`config.mk`:
```
export PLATFORM = sky130hd
export DESIGN_NAME = ber_iq_counter
export DESIGN_NICKNAME = d
export VERILOG_FILES = /design/src/rtl/ber_iq_counter.sv
export SDC_FILE = /design/constraint.sdc
export NUM_CORES = 2
export LEC_CHECK = 0
export CORE_ASPECT_RATIO = 0.5
export CORE_MARGIN = 2
export CORE_UTILIZATION = 60
export CTS_CLUSTER_SIZE = 12
export DETAILED_ROUTE_END_ITERATION = 10
export PLACE_DENSITY_LB_ADDON = 0.05
export RECOVER_POWER = 25
export SYNTH_ARGS = -nofsm -noshare
export SYNTH_HDL_FRONTEND = slang
export SYNTH_SLANG_ARGS = --single-unit
```
`constraint.sdc`:
```
create_clock -name i_clock -period 16.13 [get_ports i_clock]
set_input_delay 3.226 -clock i_clock [delete_from_list [all_inputs] [get_ports i_clock]]
set_output_delay 3.226 -clock i_clock [all_outputs]
set_load 0.05 [all_outputs]
```
`src/rtl/ber_iq_counter.sv`:
```
// Bit-error-rate counter for a QPSK receiver. During a fixed sync window it
// searches the reference delay and 90-degree rotation giving the fewest
// errors, then counts compared bits and bit errors on each branch.
//
// state   | meaning
// --------+------------------------------------------------------------
// S_IDLE  | waiting for i_count_sym == START_SYN, counters held at 0
// S_SYNC  | sweeping candidate delays, 4 rotations scored in parallel
// S_COUNT | locked on best delay/rotation, counting bits and errors
module ber_iq_counter #(
  parameter int CNT_BER   = 64,
  parameter int CNT_ERR   = 64,
  parameter int PRBS_CYCL = 511,
  parameter int COMB_PRBS = 511,
  parameter int START_SYN = 249879,
  parameter int START_CNT = START_SYN + COMB_PRBS * PRBS_CYCL
) (
  input  logic               i_clock,
  input  logic               i_reset,
  input  logic [32:0]        i_count_sym,
  input  logic               i_prbs_I,
  input  logic               i_prbs_Q,
  input  logic               i_rx_bit_I_demap,
  input  logic               i_rx_bit_Q_demap,
  output logic [CNT_BER-1:0] o_cnt_ber_I,
  output logic [CNT_BER-1:0] o_cnt_ber_Q,
  output logic [CNT_ERR-1:0] o_cnt_err_ber_I,
  output logic [CNT_ERR-1:0] o_cnt_err_ber_Q,
  output logic [1:0]         o_rot_ang_detec
);

  localparam int AW    = $clog2(2 * PRBS_CYCL + 1);
  localparam int CW    = $clog2(PRBS_CYCL + 1);
  localparam int DW    = $clog2(COMB_PRBS + 1);
  // Window count follows from the sync span, which equals COMB_PRBS windows.
  localparam int N_WIN = (START_CNT - START_SYN) / PRBS_CYCL;

  localparam logic [1:0] S_IDLE  = 2'd0;
  localparam logic [1:0] S_SYNC  = 2'd1;
  localparam logic [1:0] S_COUNT = 2'd2;

  logic [1:0]           r_state;
  logic [COMB_PRBS-1:0] r_dly_I, r_dly_Q;
  logic [COMB_PRBS:0]   w_tap_I, w_tap_Q;
  logic [CW-1:0]        r_cyc, w_cyc;
  logic [DW-1:0]        r_d, r_best_d, w_best_d;
  logic [AW-1:0]        r_acc [4];
  logic [AW-1:0]        w_acc_nxt [4];
  logic [1:0]           w_corr_s [4];
  logic [1:0]           w_e_s [4];
  logic [AW-1:0]        r_best_err, w_best_err;
  logic [1:0]           r_best_k, w_best_k, r_rot;
  logic                 w_trig, w_act, w_win_end, w_last;
  logic                 w_ref_s_I, w_ref_s_Q, w_ref_c_I, w_ref_c_Q;
  logic [1:0]           w_corr_c;
  logic                 w_err_c_I, w_err_c_Q;
  logic [CNT_BER-1:0]   r_ber_I, r_ber_Q;
  logic [CNT_ERR-1:0]   r_err_I, r_err_Q;

  // Undo rotation candidate k: returns corrected {I', Q'}.
  function automatic logic [1:0] f_rot(input logic [1:0] k, input logic ri, input logic rq);
    case (k)
      2'd0:    f_rot = {ri, rq};
      2'd1:    f_rot = {rq, ~ri};
      2'd2:    f_rot = {~ri, ~rq};
      default: f_rot = {~rq, ri};
    endcase
  endfunction

  // Tap d is the reference from d clocks ago; tap 0 is the live input.
  assign w_tap_I = {r_dly_I, i_prbs_I};
  assign w_tap_Q = {r_dly_Q, i_prbs_Q};

  assign w_trig    = (r_state == S_IDLE) && (i_count_sym == 33'(START_SYN));
  assign w_act     = w_trig || (r_state == S_SYNC);
  assign w_cyc     = (r_state == S_IDLE) ? CW'(PRBS_CYCL - 1) : r_cyc;
  assign w_win_end = w_act && (w_cyc == '0);
  assign w_last    = w_win_end && (r_d == DW'(N_WIN - 1));

  assign w_ref_s_I = w_tap_I[r_d];
  assign w_ref_s_Q = w_tap_Q[r_d];

  // Per-rotation error of this symbol against the candidate delay.
  always_comb begin
    for (int k = 0; k < 4; k++) begin
      w_corr_s[k]  = f_rot(2'(k), i_rx_bit_I_demap, i_rx_bit_Q_demap);
      w_e_s[k]     = {1'b0, w_corr_s[k][1] ^ w_ref_s_I} + {1'b0, w_corr_s[k][0] ^ w_ref_s_Q};
      w_acc_nxt[k] = r_acc[k] + AW'(w_e_s[k]);
    end
  end

  // Running minimum over rotations; strict compare keeps the earlier candidate on ties.
  always_comb begin
    w_best_err = (r_state == S_IDLE) ? '1 : r_best_err;
    w_best_d   = r_best_d;
    w_best_k   = r_best_k;
    for (int k = 0; k < 4; k++) begin
      if (w_acc_nxt[k] < w_best_err) begin
        w_best_err = w_acc_nxt[k];
        w_best_d   = r_d;
        w_best_k   = 2'(k);
      end
    end
  end

  // Reference delay lines shift every cycle outside reset.
  always_ff @(posedge i_clock or negedge i_reset) begin
    if (!i_reset) begin
      r_dly_I <= '0;
      r_dly_Q <= '0;
    end else begin
      r_dly_I <= w_tap_I[COMB_PRBS-1:0];
      r_dly_Q <= w_tap_Q[COMB_PRBS-1:0];
    end
  end

  // FSM and sync search: window timer counts down, delay index counts up.
  always_ff @(posedge i_clock or negedge i_reset) begin
    if (!i_reset) begin
      r_state    <= S_IDLE;
      r_cyc      <= '0;
      r_d        <= '0;
      r_best_err <= '0;
      r_best_d   <= '0;
      r_best_k   <= '0;
      r_rot      <= '0;
      for (int k = 0; k < 4; k++) r_acc[k] <= '0;
    end else if (w_act) begin
      if (w_win_end) begin
        for (int k = 0; k < 4; k++) r_acc[k] <= '0;
        r_best_err <= w_best_err;
        r_best_d   <= w_best_d;
        r_best_k   <= w_best_k;
        r_cyc      <= CW'(PRBS_CYCL - 1);
        r_d        <= r_d + 1'b1;
      end else begin
        for (int k = 0; k < 4; k++) r_acc[k] <= w_acc_nxt[k];
        r_cyc <= w_cyc - 1'b1;
        if (w_trig) r_best_err <= '1;
      end
      if (w_last) begin
        r_state <= S_COUNT;
        r_rot   <= w_best_k;
      end else begin
        r_state <= S_SYNC;
      end
    end
  end

  assign w_ref_c_I = w_tap_I[r_best_d];
  assign w_ref_c_Q = w_tap_Q[r_best_d];
  assign w_corr_c  = f_rot(r_best_k, i_rx_bit_I_demap, i_rx_bit_Q_demap);
  assign w_err_c_I = w_corr_c[1] ^ w_ref_c_I;
  assign w_err_c_Q = w_corr_c[0] ^ w_ref_c_Q;

  // Saturating bit and error counters, active only once locked.
  always_ff @(posedge i_clock or negedge i_reset) begin
    if (!i_reset) begin
      r_ber_I <= '0;
      r_ber_Q <= '0;
      r_err_I <= '0;
      r_err_Q <= '0;
    end else if (r_state == S_COUNT) begin
      if (r_ber_I != '1) r_ber_I <= r_ber_I + 1'b1;
      if (r_ber_Q != '1) r_ber_Q <= r_ber_Q + 1'b1;
      if (w_err_c_I && (r_err_I != '1)) r_err_I <= r_err_I + 1'b1;
      if (w_err_c_Q && (r_err_Q != '1)) r_err_Q <= r_err_Q + 1'b1;
    end
  end

  assign o_cnt_ber_I     = r_ber_I;
  assign o_cnt_ber_Q     = r_ber_Q;
  assign o_cnt_err_ber_I = r_err_I;
  assign o_cnt_err_ber_Q = r_err_Q;
  assign o_rot_ang_detec = r_rot;

endmodule

```
==> metrics <==
outcome=completed; maximum number of pins on one net before global-route repair=200; fraction of the mapped netlist area in simple logic gates=0.06559; number of buffers created by CTS=133; Area growth, synth to finish=13.81%; fraction of layout cells with a size suffix above 1=0.2381; area of the die=100700 sq um; Critical path buffers and inverters=5; Worst slew margin=0.2636; Worst R2R Start=r_d[0]; clock sink total=1361; RSZ-0062 raised after global routing=no; count of endpoints failing hold in the final timing report=0; Unique masters post-synth=63; Worst Tran Pin Value=1105 ps; synthesized netlist cell count=3592; antenna diode count=0; CTS tree=done; Ys Warns=0; global-route usage over all layers=0.2717; share of the yosys chip area belonging to registers=0.5793; Tcrit/Tclk final=0.9193; area share of fa/ha/maj cells after synthesis=0.01090; overflow left after global routing=0; Die Ht=225.3 um; combined area of all synthesized cells=58790 sq um; synthesized area divided by synthesized cell count=16.37 sq um; initial core utilization=0.6036; nature of the critical path startpoint=primary input; peak per-stage delay on the critical path=510 ps; standard cell core area=97390 sq um; power density over the cells=96.31 nW/um^2; path depth of the worst reg2reg path=50; number of buffers inserted by hold repair at cts=0; portion of netlist area occupied by mux cells=0.2655; final estimated routing congestion in global placement=0.8698; aggregate routed wire length=130.2 mm; worst min-delay path endpoint=r_dly_Q[343]; Worst Clk Skew=23.50 ps; top cell type's share of synthesized area=0.5793; family with the most delay on the worst path=compound AO/OA/AOI/OAI gates; count of buffers from port buffering=296; clock latency at the later pin of the worst-skew pair=750 ps; count of nets left with antenna violations after detail routing=0; initial antenna violation count=1; class of the tightest hold or removal check=flop to flop; reg2reg end=r_best_d[6]; Hold Startpoint=r_dly_Q[342]; routed length per instance=24.86 um; cells resized by post-CTS repair=0; Maximum Capacitance Violations=0; area fraction in compound gates after synthesis=0.01600; number of flip-flops and latches in the synthesized netlist=1361; hold-critical path depth=0; clock-pin slew of the registers on the worst-case setup and hold paths=60 ps; leakage=29.37 nW; fraction of synthesized cell area in xor and xnor cells=0.04514; DRC violations left=0; number of I/O pins=297; clock tree root driver cell=clkbuf_16; Die X=446.7 um; WS Path Type=primary input to flop; main combinational cell family by area after synthesis=multiplexers; number of buffers inserted to repair setup after CTS=0; setup slack, reg-to-reg=2390 ps; cell accounting for the most synthesized area=dfrtp_1; worst-case hold slack=382.8 ps; DR vias/cell=6.384; number of iterations in the first detailed-routing pass=6; vias in the first global route=35320; slowest cell on the critical path=mux4_2; DRC violation total after the first TritonRoute iteration=2812; Post-DP HPWL=81.61 mm; final standard cell area without fillers=66910 sq um; proportion of register bits with asynchronous set or reset after synthesis=1.000; max-slew violations=0; fmax=67.44 MHz; worst endpoint data arrival time=15450 ps; Rows=81; CTS HTree Levels=4; Power, Total=6.444 mW; data required time of the worst path=16750 ps; Critical Path Most Common Cell=ha_1; Net count, final=3965; clock buffer depth=3; Critical Path Fanout Max=17; cell area after placement=63140 sq um; Synthesized Nets=3679; CP endpoint kind=flop; cells taking the most area after synthesis=dfrtp_1, mux4_2, xnor2_1, xor2_1, nand2_1; number of enable flip-flop cells after synthesis=0; clock period minus worst slack=14830 ps; count of final setup violators=0; first-pass GRT wire length=211.1 mm; most instantiated flip-flop cell in the synthesis netlist=dfrtp_1; Sum Neg Setup Slack=0 ps; Peak supply drop=83.21 uV; total number of vias=33440
==> area by class of cell <==
type,instances,area (sq um)
Fill cell,6428,30480
Clock inverter,9,121.4
Tap cell,1328,1662
Multi-Input combinational cell,1990,23710
Inverter,44,165.2
Sequential cell,1361,34090
Clock buffer,158,3651
Timing Repair Buffer,348,3508
==> cells in the mapped netlist (all sizes together) (19+ instances only) <==
cell	number
dfrtp	1361
mux4	678
nand2	215
xnor2	190
nor2	159
nand3	145
xor2	113
clkbuf	111
buf	86
nand4	56
o21ai	50
and3	49
ha	44
inv	44
nor3	43
and4	39
a21oi	30
and2	19
==> metal layers <==
metal  GRT usage  share of wire  vias to the layer above
met1      0.4143           0.45                    18110
met3     0.05252          0.057                      179
met4     0.07348          0.020                        0
met2      0.4100           0.48                      959
met5           0              0                        -
li1            -              -                    14190
==> placed cells by master, fill, tap and decap left out, types with 4 or more instances in the layout <==
cell type | netlist | routed
a211oi_1 | 16 | 16
a21o_1 | 9 | 9
a21oi_1 | 30 | 30
a31oi_1 | 7 | 7
and2_1 | 18 | 18
and3_1 | 49 | 49
and4_1 | 39 | 39
buf_12 | 0 | 11
buf_4 | 25 | 41
clkbuf_1 | 111 | 10
clkbuf_16 | 0 | 140
clkbuf_8 | 0 | 8
clkdlybuf4s50_1 | 0 | 295
dfrtp_1 | 1361 | 1351
dfrtp_4 | 0 | 8
fa_1 | 4 | 4
ha_1 | 44 | 44
inv_1 | 44 | 44
mux2_2 | 16 | 16
mux2i_1 | 16 | 16
mux4_2 | 678 | 678
nand2_1 | 215 | 215
nand2b_1 | 5 | 5
nand3_1 | 143 | 143
nand4_1 | 56 | 56
nor2_1 | 159 | 158
nor2b_1 | 5 | 5
nor3_1 | 42 | 41
nor4_1 | 14 | 14
o21a_1 | 4 | 4
o21ai_0 | 49 | 49
o31ai_1 | 9 | 9
or2_2 | 7 | 7
or3_1 | 11 | 11
xnor2_1 | 190 | 190
xor2_1 | 113 | 113
==> power by group <==
part | internal (mW) | switching (mW)
clock | 1.58 | 1.26
sequential | 3.43 | 0.0113
combinational | 0.0496 | 0.114
total | 5.06 | 1.38
==> per-stage QoR <==
| step | util | instances | worst slack, ps |
|---|---|---|---|
| floorplan | - | 3592 | 1353 |
| global placement | 0.6483 | 5071 | 1002 |
| detailed placement | 0.6483 | 5071 | 722.3 |
| CTS | 0.6870 | 5238 | 1451 |
| global route | 0.6870 | 5238 | 570.5 |
| finish | 0.6870 | 5238 | 1302 |
==> worst reg2reg max path: cells and delay by family (launching register included) <==
kind | cells | cell delay (ps)
AO/OA/AOI/OAI | 18 | 3720
XOR/XNOR | 2 | 440
adder cells (fa/ha/maj) | 6 | 1950
buffers and inverters | 5 | 1430
flip-flops | 1 | 1000
multiplexers | 8 | 3050
AND/OR/NAND/NOR | 11 | 2040
==> logic make-up (layout without fill, tap and decap cells) <==
group | Yosys count | count (layout)
DFF | 1361 | 1361
and+or+nand+nor | 780 | 780
muxes | 710 | 710
xor gates and xnor gates | 303 | 303
buffers and inverters | 241 | 559
AOI/OAI and AO/OA | 148 | 148
adders and majority gates | 49 | 49
==> how the worst max path moves through the flow <==
stage	depth (start not counted)	to	slack (ps)	start
2_1_floorplan	52	r_best_d[0]	1350	i_prbs_Q
3_3_place_gp	50	r_best_d[3]	1000	i_prbs_Q
3_5_place_dp	50	r_best_d[6]	720	i_prbs_Q
4_1_cts	50	r_best_d[6]	1450	i_prbs_Q
5_1_grt	50	r_best_d[6]	570	i_prbs_Q
6_report	50	r_best_d[6]	1300	i_prbs_Q
==> sequential cells by signal, summed over array words and instances (netlist names) <==
| name | count |
|---|---|
| r_dly_I | 511 |
| r_acc | 40 |
| o_cnt_err_ber_I | 64 |
| r_best_err | 10 |
| r_d | 9 |
| r_best_d | 9 |
| o_cnt_err_ber_Q | 64 |
| r_state | 2 |
| r_cyc | 9 |
| r_dly_Q | 511 |
| o_cnt_ber_Q | 64 |
| o_cnt_ber_I | 64 |
| r_best_k | 2 |
| o_rot_ang_detec | 2 |
(Power assumes the default switching activity.)
